## src/rtl/cc_reg_write_bank.sv

```systemverilog
// cc_reg_write_bank
//   Write side of the datapath register bank. A bus word and binary register
//   address are captured through a valid/ready handshake into a one-entry
//   stage. The address is decoded to a one-hot select there, and the word is
//   committed to the selected register on the following unstalled edge.
//   Register 0 is hardwired to zero. Out-of-range addresses are accepted, write
//   nothing and set a sticky error flag.
// Ports
//   CC_REG_WRITE_BANK_CLOCK_50     clock, rising edge
//   CC_REG_WRITE_BANK_RESET_InLow  asynchronous active-low reset
//   CC_REG_WRITE_BANK_BUS_IN       write data
//   CC_REG_WRITE_BANK_ADDR_IN      binary destination register index
//   CC_REG_WRITE_BANK_WR_VALID     write request valid
//   CC_REG_WRITE_BANK_WR_READY     bank can accept a request this cycle (combinational)
//   CC_REG_WRITE_BANK_HOLD         datapath stall, freezes the commit stage
//   CC_REG_WRITE_BANK_ERR_CLR      clears the sticky address-error flag
//   CC_REG_WRITE_BANK_ERR          sticky out-of-range-address flag
//   CC_REG_WRITE_BANK_DECOD_SEL    one-hot select of the staged write, 0 when empty
//   CC_REG_WRITE_BANK_REG_OUT      all registers, register k at [k*BUS +: BUS]
module cc_reg_write_bank #(
   parameter int unsigned DATAWIDTH_DECODER_OUT = 38,
   parameter int unsigned DATAWIDTH_BUS         = 32,
   parameter int unsigned DATAWIDTH_ADDR        = 6
) (
   input  logic                                             CC_REG_WRITE_BANK_CLOCK_50,
   input  logic                                             CC_REG_WRITE_BANK_RESET_InLow,
   input  logic [DATAWIDTH_BUS-1:0]                         CC_REG_WRITE_BANK_BUS_IN,
   input  logic [DATAWIDTH_ADDR-1:0]                        CC_REG_WRITE_BANK_ADDR_IN,
   input  logic                                             CC_REG_WRITE_BANK_WR_VALID,
   output logic                                             CC_REG_WRITE_BANK_WR_READY,
   input  logic                                             CC_REG_WRITE_BANK_HOLD,
   input  logic                                             CC_REG_WRITE_BANK_ERR_CLR,
   output logic                                             CC_REG_WRITE_BANK_ERR,
   output logic [DATAWIDTH_DECODER_OUT-1:0]                 CC_REG_WRITE_BANK_DECOD_SEL,
   output logic [DATAWIDTH_DECODER_OUT*DATAWIDTH_BUS-1:0]   CC_REG_WRITE_BANK_REG_OUT
);

   localparam int unsigned DEC = DATAWIDTH_DECODER_OUT;
   localparam int unsigned BUS = DATAWIDTH_BUS;

   logic           stage_valid_q, stage_valid_d;
   logic [BUS-1:0] stage_data_q,  stage_data_d;
   logic [DEC-1:0] stage_sel_q,   stage_sel_d;
   logic           err_q,         err_d;

   logic ready_c;
   logic accept_c;
   logic commit_c;
   logic addr_ok_c;

   // Handshake and stage control
   always_comb begin
      ready_c   = !stage_valid_q || !CC_REG_WRITE_BANK_HOLD;
      accept_c  = CC_REG_WRITE_BANK_WR_VALID && ready_c;
      commit_c  = stage_valid_q && !CC_REG_WRITE_BANK_HOLD;
      addr_ok_c = 32'(CC_REG_WRITE_BANK_ADDR_IN) < DEC;
   end

   // Stage and error flag next state; the select is cleared whenever the stage empties
   always_comb begin
      stage_valid_d = stage_valid_q;
      stage_data_d  = stage_data_q;
      stage_sel_d   = stage_sel_q;
      err_d         = err_q;

      if (accept_c) begin
         stage_valid_d = 1'b1;
         stage_data_d  = CC_REG_WRITE_BANK_BUS_IN;
         stage_sel_d   = addr_ok_c ? (DEC'(1) << CC_REG_WRITE_BANK_ADDR_IN) : '0;
      end else if (commit_c) begin
         stage_valid_d = 1'b0;
         stage_sel_d   = '0;
      end

      // A new error in the same cycle as a clear takes priority
      if (accept_c && !addr_ok_c) begin
         err_d = 1'b1;
      end else if (CC_REG_WRITE_BANK_ERR_CLR) begin
         err_d = 1'b0;
      end
   end

   always_ff @(posedge CC_REG_WRITE_BANK_CLOCK_50 or negedge CC_REG_WRITE_BANK_RESET_InLow) begin
      if (!CC_REG_WRITE_BANK_RESET_InLow) begin
         stage_valid_q <= 1'b0;
         stage_data_q  <= '0;
         stage_sel_q   <= '0;
         err_q         <= 1'b0;
      end else begin
         stage_valid_q <= stage_valid_d;
         stage_data_q  <= stage_data_d;
         stage_sel_q   <= stage_sel_d;
         err_q         <= err_d;
      end
   end

   // Register file; register 0 reads as zero and swallows its writes
   for (genvar k = 0; k < DEC; k++) begin : g_reg
      if (k == 0) begin : g_zero
         assign CC_REG_WRITE_BANK_REG_OUT[0 +: BUS] = '0;
      end else begin : g_live
         logic [BUS-1:0] reg_q, reg_d;

         always_comb begin
            reg_d = reg_q;
            if (commit_c && stage_sel_q[k]) begin
               reg_d = stage_data_q;
            end
         end

         always_ff @(posedge CC_REG_WRITE_BANK_CLOCK_50 or negedge CC_REG_WRITE_BANK_RESET_InLow) begin
            if (!CC_REG_WRITE_BANK_RESET_InLow) begin
               reg_q <= '0;
            end else begin
               reg_q <= reg_d;
            end
         end

         assign CC_REG_WRITE_BANK_REG_OUT[k*BUS +: BUS] = reg_q;
      end
   end

   assign CC_REG_WRITE_BANK_WR_READY  = ready_c;
   assign CC_REG_WRITE_BANK_ERR       = err_q;
   assign CC_REG_WRITE_BANK_DECOD_SEL = stage_sel_q;

endmodule
```

## config.mk

```make
export PLATFORM = sky130hd
export DESIGN_NAME = cc_reg_write_bank
export DESIGN_NICKNAME = d
export VERILOG_FILES = /design/src/rtl/cc_reg_write_bank.sv
export SDC_FILE = /design/constraint.sdc
export NUM_CORES = 1
export LEC_CHECK = 0
export CORE_AREA = 10 10 501 503
export CTS_BUF_LIST = sky130_fd_sc_hd__clkbuf_4 sky130_fd_sc_hd__clkbuf_8
export DETAILED_ROUTE_END_ITERATION = 16
export DIE_AREA = 0 0 511 513
export PLACE_DENSITY = 0.45
export SKIP_LAST_GASP = 1
export SYNTH_ARGS = -nofsm -noshare
export SYNTH_HDL_FRONTEND = slang
export SYNTH_SLANG_ARGS = --single-unit
```

## constraint.sdc

```tcl
create_clock -name CC_REG_WRITE_BANK_CLOCK_50 -period 2.02 [get_ports CC_REG_WRITE_BANK_CLOCK_50]
set_input_delay 0.404 -clock CC_REG_WRITE_BANK_CLOCK_50 [delete_from_list [all_inputs] [get_ports CC_REG_WRITE_BANK_CLOCK_50]]
set_output_delay 0.404 -clock CC_REG_WRITE_BANK_CLOCK_50 [all_outputs]
set_load 0.02 [all_outputs]
```

==> impl_metrics.py <==
metrics = {
    "logic_synthesis": {
        "synth_sequential_area_ratio_pct": 66.16,
        "synthesis.area_um2": 47500,
        "netlist_top_cells_area": "sky130_fd_sc_hd__dfrtp_1 (66%), sky130_fd_sc_hd__mux2_2 (15%), sky130_fd_sc_hd__mux2_1 (14%)",
        "synthDominantAreaCellType": "sky130_fd_sc_hd__dfrtp_1",
        "ys_types": 34,
        "postSynthAreaPerCell_um2": 16.17,
        "syn-instance-count": 2938,
        "area_share_of_the_largest_cell_type_after_synthesis_pct": 66.16,
        "synth.ff_latch_count": 1256,
        "yosys_warnings": 0,
    },
    "grt": {
        "global_route_wire_length_before_repair_um": 307700,
        "globalRouteTotalUtil_pct": 16.76,
        "antenna_found_initial": 41,
        "first_global_vias": 34350,
        "pin_count_of_the_biggest_net_entering_global_routing": 62,
        "grt.overflow.total": 0,
    },
    "die": {
        "die_h_um": 513,
        "fp.dieW_um": 511,
        "initial_core_util_pct": 19.77,
        "placeable_area_um2": 240300,
        "rows": 180,
        "top_level_ports": 1299,
        "floorplan.die_area_um2": 262100,
    },
    "layout": {
        "final_common_cell": "sky130_fd_sc_hd__dfrtp_1",
        "layout-area-overhead-vs-synth_pct": 53.28,
        "utilization_pct": 30.30,
        "post_route_cells_drive_above_1_share_pct": 57.25,
        "design.final.nets": 4641,
        "layout.cells.most_common_list": "sky130_fd_sc_hd__dfrtp_1 (1205), sky130_fd_sc_hd__buf_6 (937), sky130_fd_sc_hd__mux2_2 (614), sky130_fd_sc_hd__mux2_1 (570), sky130_fd_sc_hd__clkbuf_8 (308)",
    },
    "timing": {
        "setup-violations-final": 2,
        "clock-skew-final_ns": 0.08595,
        "max_freq_mhz": 470.0,
        "final_count_of_hold_timing_violations": 0,
        "timing.slew.headroom_pct": 30.53,
        "period_share_pct": 105.3,
        "grt_setup_unrepaired": "yes",
        "timing.final.max_slew_violations": 0,
        "hold-worst-slack_ns": 0.1870,
        "setup_total_negative_slack_ns": -0.1109,
        "worstMarginPinSlew_ns": 1.042,
        "finalWorstPathRequiredPeriod_ns": 2.127,
        "layout_setup_ws_ns": -0.1075,
    },
    "setup_path": {
        "critical-path-max-stage-delay_ns": 0.39,
        "critical_path_class": "flop to primary output",
        "cp_data_required_time_ns": 1.62,
        "timing.critical_path.from_type": "flop",
        "worst_path_max_delay_cell": "sky130_fd_sc_hd__dfrtp_1",
        "path_cells": "buf_6 -> nand2_8 -> buf_8",
        "endpoint_kind": "primary output",
        "cp_max_fo": 2,
        "arrival_ns": 1.72,
    },
    "route": {
        "dr.pass1.iters": 5,
        "detailroute.via_count": 31960,
        "ant_nets": 0,
        "detail_route.wirelength_um": 228600,
        "post-route-drc-count": 0,
        "number_of_violations_reported_at_the_end_of_detailed_routing_iteration_0": 1546,
        "drt-vias-per-instance": 3.996,
        "post_detailed_route_wirelength_per_cell_um": 28.58,
    },
    "clock_tree": {
        "clock_buffers_created_by_tritoncts": 229,
        "root_buffer": "sky130_fd_sc_hd__clkbuf_8",
        "cts_tree": "done",
        "clk_path_buf_depth": 3,
        "clock-sinks": 1256,
        "h-tree-depth": 4,
        "cts.reportedPaths.clkPinSlew_ns": 0.06,
        "worst_skew_pair.late_latency_ns": 0.99,
    },
    "power_and_ir_drop": {
        "static-leakage-power_nw": 37.98,
        "post-layout-total-power_w": 0.07134,
        "max-vdd-ir-drop_v": 0.0006475,
        "power-per-cell-area_nw_per_um2": 979.7,
    },
    "placed_design": {
        "preCtsSetupSlack_ns": -0.6130,
        "place.gp.congestion": 0.7610,
        "dp_hpwl_um": 163000,
        "buffer_ports.inserted": 1266,
    },
    "run_status": {
        "outcome": "complete, but fails checks",
        "failed_checks": "setup timing",
    },
    "flow_run": {
        "drv_cap": 0,
    },
    "hold_path": {
        "hold_path.class": "input pin to flop",
    },
}
[worst max-delay path: cells and delay by family (launching register included)]
family	cells	cell delay (ns)
buffers and inverters	2	0.26
and+or+nand+nor	1	0.09
DFF	1	0.39
[timing repair]
action,CTS,global route
cloned,0,2
hold buffers,36,0
endpoints found under the hold margin,1251,0
pin swaps,0,0
setup endpoints to repair,1236,1098
setup buffers,77,51
gates resized for setup,5302,1800
[kinds of logic (layout without fill, tap and decap cells)]
| group | after synthesis | in the layout | synth area share (%) |
|---|---|---|---|
| mux | 1184 | 1184 | 28.07 |
| simple gates | 160 | 160 | 1.586 |
| buf+inv | 294 | 2112 | 3.392 |
| flops | 1256 | 1256 | 66.16 |
| compound gates | 43 | 44 | 0.7849 |
| other cells | 1 | 56 | 0.007894 |
[cells in the mapped netlist]
cell type,number
sky130_fd_sc_hd__nor3b_1,2
sky130_fd_sc_hd__inv_1,5
sky130_fd_sc_hd__nand2_2,9
sky130_fd_sc_hd__mux2_1,570
sky130_fd_sc_hd__o2bb2ai_1,23
sky130_fd_sc_hd__buf_8,1
sky130_fd_sc_hd__or3_1,1
sky130_fd_sc_hd__and2_1,1
sky130_fd_sc_hd__a22o_1,13
sky130_fd_sc_hd__nand2b_1,2
sky130_fd_sc_hd__and3_1,1
sky130_fd_sc_hd__a32o_1,1
sky130_fd_sc_hd__and2b_1,1
sky130_fd_sc_hd__dfrtp_1,1256
sky130_fd_sc_hd__a21oi_2,1
sky130_fd_sc_hd__nor3_1,4
sky130_fd_sc_hd__nand2_4,10
sky130_fd_sc_hd__nor2_1,3
sky130_fd_sc_hd__nand3_1,3
sky130_fd_sc_hd__o22ai_1,1
sky130_fd_sc_hd__buf_6,31
sky130_fd_sc_hd__clkbuf_1,138
sky130_fd_sc_hd__a21boi_0,1
sky130_fd_sc_hd__or3b_2,1
sky130_fd_sc_hd__a21bo_2,1
sky130_fd_sc_hd__buf_4,46
sky130_fd_sc_hd__a211oi_1,1
sky130_fd_sc_hd__a21o_1,1
sky130_fd_sc_hd__buf_2,73
sky130_fd_sc_hd__nand2_1,117
sky130_fd_sc_hd__conb_1,1
sky130_fd_sc_hd__or2_2,1
sky130_fd_sc_hd__nand3b_1,4
sky130_fd_sc_hd__mux2_2,614
[metal layers]
| layer | share of wire [%] | track usage (%) | vias to the layer above |
|---|---|---|---|
| met3 | 10 | 7.198 | 295 |
| li1 | - | - | 13570 |
| met2 | 47 | 27.88 | 1408 |
| met4 | 3.0 | 5.059 | 0 |
| met1 | 39 | 19.56 | 16690 |
| met5 | 0 | 0 | - |
[cell type report]
type | count | area (um2)
diodes | 24 | 60.06
multi-input cells | 1420 | 14690
fillers | 24270 | 167500
flip-flops and latches | 1256 | 31510
well taps | 3185 | 3985
inverters | 5 | 18.77
clock inverters | 48 | 524.3
repair buffers | 1686 | 17300
clock buffers | 373 | 4727
[stage by stage]
| stage | area [um2] | cells |
|---|---|---|
| 2_1_floorplan | 47620 | 2969 |
| 3_3_place_gp | 66260 | 7387 |
| 3_5_place_dp | 66260 | 7387 |
| 4_1_cts | 72780 | 7921 |
| 5_1_grt | 72780 | 7982 |
| 6_report | 72810 | 7997 |
[sequential cells by signal (all words and copies together) (netlist names)]
name / flops
CC_REG_WRITE_BANK_ERR: 1
stage_data_q: 32
stage_valid_q: 1
CC_REG_WRITE_BANK_DECOD_SEL: 38
g.g_live.reg_q: 1184
[where the power goes]
| group | internal, W | leakage, nW | switching [W] | total (W) |
|---|---|---|---|---|
| Sequential | 0.0276 | 17.1 | 0.00230 | 0.0299 |
| Clock | 0.0154 | 2.78 | 0.0118 | 0.0272 |
| Combinational | 0.00612 | 18.1 | 0.00812 | 0.0142 |
| Total | 0.0492 | 38.0 | 0.0222 | 0.0713 |
[final timing paths]
path                                                   end  depth (start not counted)                     startpoint  slack, ns
worst max register to register   g_reg[27].g_live.reg_q[1]                          6                  stage_valid_q       0.06
max in group asynchronous        g_reg[30].g_live.reg_q[9]                          5  CC_REG_WRITE_BANK_RESET_InLow       0.64
worst max-delay path            CC_REG_WRITE_BANK_WR_READY                          3                  stage_valid_q      -0.11
min in group asynchronous       g_reg[32].g_live.reg_q[11]                          3  CC_REG_WRITE_BANK_RESET_InLow       0.61
worst min register to register   g_reg[10].g_live.reg_q[4]                          1      g_reg[10].g_live.reg_q[4]       0.48
worst min-delay path                 CC_REG_WRITE_BANK_ERR                          4   CC_REG_WRITE_BANK_ADDR_IN[5]       0.19
Note: power is estimated with default switching activity, not from simulation.
==> patch 1: new RTL, same flow settings <==
Change the parameter `DATAWIDTH_DECODER_OUT` from 38 to 19.
--- a/src/rtl/cc_reg_write_bank.sv
+++ b/src/rtl/cc_reg_write_bank.sv
@@ -18,7 +18,7 @@
 //   CC_REG_WRITE_BANK_DECOD_SEL    one-hot select of the staged write, 0 when empty
 //   CC_REG_WRITE_BANK_REG_OUT      all registers, register k at [k*BUS +: BUS]
 module cc_reg_write_bank #(
-   parameter int unsigned DATAWIDTH_DECODER_OUT = 38,
+   parameter int unsigned DATAWIDTH_DECODER_OUT = 19,
    parameter int unsigned DATAWIDTH_BUS         = 32,
    parameter int unsigned DATAWIDTH_ADDR        = 6
 ) (
Interface: changed (resized CC_REG_WRITE_BANK_DECOD_SEL and CC_REG_WRITE_BANK_REG_OUT); port bits go from 1299 to 672. The function was not compared with the original's and may differ.
==> patch 1 against the original RTL <==
Register-to-register slack gained 0.05 ns. Clock power shrank 49%. Critical endpoint is now g_reg[13].g_live.reg_q[22]. Utilization shrank 15 points. Via count shrank 51%. Worst setup slack gained 0.22 ns. Cell area shrank 50%. Largest cell class unchanged. Synthesized cell count shrank 48%. Sequential cell count shrank 627. Non-clock buffer count shrank 891. Power shrank 52%. Synthesized area shrank 47%. Wire length shrank 50%.
==> patch 1: results (changes against the original RTL) <==
| Metric | Value |
|---|---|
| Status | `complete, no violations` |
| Most common library cells after synthesis | `dfrtp_1, mux2_2, mux2_4, nand2_1, clkbuf_1` |
| Max FFs per register | `576 (-51%)` |
| Multi-input logic area | `8510 sq um (-42%)` |
| Critical path type | `reg -> reg` |
| Placed cells | `5333 (-28%)` |
| Vias | `15614 (-51%)` |
| Final-layout fill cell count | `26666 (+9.9%)` |
| H-tree levels | `3 (-1)` |
| DRT iter0 DRCs | `680 (-56%)` |
| Largest net degree at the start of global routing | `88 (+42%)` |
| Clk_skew | `0.0582 ns (-0.0278 ns)` |
| Post-CTS Resized | `2568 (-52%)` |
| Slew HR | `31.7% (+1.2 points)` |
| Cell variety after synth | `30 (-12%)` |
| Buffers added on ports | `639 (-50%)` |
| Vias in the first global route | `17247 (-50%)` |
| Hold Crit Start | `CC_REG_WRITE_BANK_ERR_CLR` |
| Total CTS buffers | `120 (-48%)` |
| Initial DRT Pass Iterations | `4 (-1)` |
| Leakage Power | `19.4 nW (-49%)` |
| Setup WS pre-CTS | `-0.432 ns (+0.181 ns)` |
| CP arrival | `2.59 ns (+0.87 ns)` |
| Slowest stage delay, CP | `0.41 ns (+0.02 ns)` |
| DP Wirelength | `86000 microns (-47%)` |
| Worst vdd rail ir drop | `485 uV (-25%)` |
| Critical path fanouts, max | `16 (+14)` |
| Cts hold-fix bufs | `25 (-31%)` |
| R2R cell count | `5 (-1)` |
| Cell area after placement | `36100 sq um (-46%)` |
| Postcts setup bufs | `20 (-74%)` |
| Final Wtd Congestion | `0.740 (-2.7%)` |
| Hold path cells | `2 (-2)` |
| Layout cells sized above 1 | `64.7% (+7.4 points)` |
| Ranking of synthesized cells by area | `dfrtp_1, mux2_4, mux2_2` |
| Delay-heaviest family, CP | `simple AND/OR/NAND/NOR gates` |
| Non-Filler Instances | `5599 (-30%)` |
## patch 1: cell type report
type	instances	share of cell area [%]
multi-input combinational	766	23.3
clock inverter	30	0.840
tap	3185	10.9
antenna	10	0.0686
sequential	629	43.2
timing repair buffer	795	15.3
clock buffer	182	6.33
inverter	2	0.0206
## patch 1: per-layer routing
metal | global-route usage [%] | wire, microns
met4 | 2.32 | 2630
met5 | 0 | 0
met3 | 3.03 | 8150
met2 | 15.0 | 58100
met1 | 9.46 | 45400
## patch 1: kinds of logic (layout without fill, tap and decap cells)
logic type | Yosys count | in the layout | share of synthesized area [%]
AO/OA/AOI/OAI | 25 | 25 | 0.878
buffers and inverters | 165 | 1009 | 3.98
flip-flops | 629 | 629 | 62.8
multiplexers | 576 | 576 | 29.9
other | 1 | 42 | 0.0150
AND/OR/NAND/NOR | 133 | 133 | 2.43
## patch 1: power breakdown
group	internal (mW)	leakage [nW]	switching (mW)
clock network	7.90	1.37	5.89
logic	2.24	9.42	3.55
registers	13.8	8.57	0.990
==> patch 2: new RTL, same flow settings <==
Made on the original files. Put one more register stage on the output `CC_REG_WRITE_BANK_ERR`. The value now appears one clock later. The other outputs are not delayed to match.
--- a/src/rtl/cc_reg_write_bank.sv
+++ b/src/rtl/cc_reg_write_bank.sv
@@ -121,7 +121,9 @@
    end
 
    assign CC_REG_WRITE_BANK_WR_READY  = ready_c;
-   assign CC_REG_WRITE_BANK_ERR       = err_q;
+   always_ff @(posedge CC_REG_WRITE_BANK_CLOCK_50) begin
+      CC_REG_WRITE_BANK_ERR <= err_q;
+   end
    assign CC_REG_WRITE_BANK_DECOD_SEL = stage_sel_q;
 
 endmodule
Formal check against the unedited RTL: not equivalent (Yosys sat finds a counterexample within 4 cycles, from zero or initial values and one cycle with CC_REG_WRITE_BANK_RESET_InLow low).
==> patch 2 against the original RTL <==
The run still ends with negative setup slack left. Synthesized area barely moved. Sequential cell count grew 1. Synthesized cell count down 0.24%. Utilization up 0.24 points. Worst hold slack gained 0.061 ns. Power down 0.27%. Fmax up 2.2%. Cell area up 0.78%. Wire length decreased by 2.1%. Worst setup slack better by 0.047 ns. Critical path type is now reg -> reg. Largest power group unchanged.
==> patch 2: results (changes against the original RTL) <==
| Metric | Value |
|---|---|
| Status | `finished, violations left` |
| Failing checks | `negative setup slack` |
| Nets | `4648 (+0.15%)` |
| Initial DRT Pass Iterations | `4 (-1)` |
| Vias | `31992 (+0.11%)` |
| Max Root-Sink Buffers | `3 (unchanged)` |
| Final-layout fill cell count | `24272 (+0.016%)` |
| Met3 Routed Length | `21000 microns (-8.5%)` |
| R2R cell count | `7 (+1)` |
| Total routed wirelength | `224000 microns (-2.1%)` |
| Initial antenna violation count | `32 (-22%)` |
| Setup violators final | `145 (+143)` |
| Register area | `31500 sq um (+0.13%)` |
| Crit path capture | `g_reg[17].g_live.reg_q[26]` |
| GR Util met1 | `19.8% (+0.24 points)` |
| Multi-input combinational area share | `19.9% (-0.23 points)` |
| Worst vdd rail ir drop | `574 uV (-11%)` |
| Worst-margin pin slew | `1.08 ns (+0.0356 ns)` |
| Non-Clock Buffer Area Fraction | `24.5% (+0.72 points)` |
| Layout cells sized above 1 | `57.0% (-0.21 points)` |
| DRT iter0 DRCs | `1459 (-5.6%)` |
| First-pass GRT wire length | `306000 microns (-0.68%)` |
| Worst skew pair latency | `0.95 ns (-0.04 ns)` |
| Placed cells | `7357 (-0.41%)` |
| Fin Setup TNS | `-2.23 ns (-2.12 ns)` |
| Ant diodes | `26 (+8.3%)` |
| Count of non-CTS buffers in the layout | `1704 (+1.1%)` |
| Wire per inst | `28.0 microns (-2.2%)` |
| Hold path endpoint | `err_q` |
| Critical path fanouts, max | `32 (+30)` |
| Wl on met1 | `91400 microns (+1.3%)` |
| Setup WS pre-CTS | `-0.423 ns (+0.190 ns)` |
| Gr usage total | `16.5% (-0.28 points)` |
| Register area share after synthesis | `66.2% (about the same)` |
| Met2 usage | `26.9% (-0.97 points)` |
| Largest net degree at the start of global routing | `87 (+40%)` |
| DP Wirelength | `161000 microns (-1.5%)` |
| Cell variety after synth | `28 (-18%)` |
| Hold_ws | `0.248 ns (+0.0611 ns)` |
| Number of multi-input logic gates | `1411 (-0.63%)` |
| Fin worst setup slack | `-0.0607 ns (+0.0468 ns)` |
| Cell area after placement | `66000 sq um (-0.35%)` |
| Async S/R FF share, synth | `99.9% (about the same)` |
| Clock buffers | `377 (+1.1%)` |
| Seq cells post-synth | `1257 (+0.080%)` |
| Met3 usage | `7.03% (-0.17 points)` |
| CP arrival | `2.86 ns (+1.14 ns)` |
| Vias in the first global route | `34440 (+0.26%)` |
| Post-layout util | `30.5% (+0.24 points)` |
| Worst min path class | `in -> reg` |
| Synth Area in Compound Gates | `0.787% (+0.0025 points)` |
| Clk_skew | `0.0616 ns (-0.0244 ns)` |
| Leakage Power | `38.2 nW (+0.55%)` |
| Avg Inst Size Synth | `16.2 sq um (+0.25%)` |
| Clk cell area share | `7.05% (-0.16 points)` |
[patch 2: cell count changes in the layout (fill, tap and decap cells not counted), moves of 7 or more]
cell       unedited run  this run
mux2_2              614       584
clkbuf_4             65        78
mux2_1              570       600
buf_6               937      1037
clkbuf_8            308       299
clkbuf_2            214       124
a22o_1               13        36
buf_4               292       318
o2bb2ai_1            23         0
clkinv_2             26        19
dfrtp_1            1205      1195
buf_2                42        31
[patch 2: what timing repair did]
| item | in CTS | in global routing |
|---|---|---|
| setup endpoints to repair | 1224 | 1079 |
| setup buffers | 108 | 60 |
| gates resized for setup | 5280 | 2186 |
| pin swaps | 1 | 1 |
| endpoints found under the hold margin | 1121 | 0 |
| hold buffers | 36 | 0 |
[patch 2: report_power, final]
group	total, mW	internal (mW)	switching [mW]
clock	26.9	15.4	11.5
sequential	30.0	27.6	2.35
combinational	14.3	6.35	7.93
total	71.1	49.4	21.8
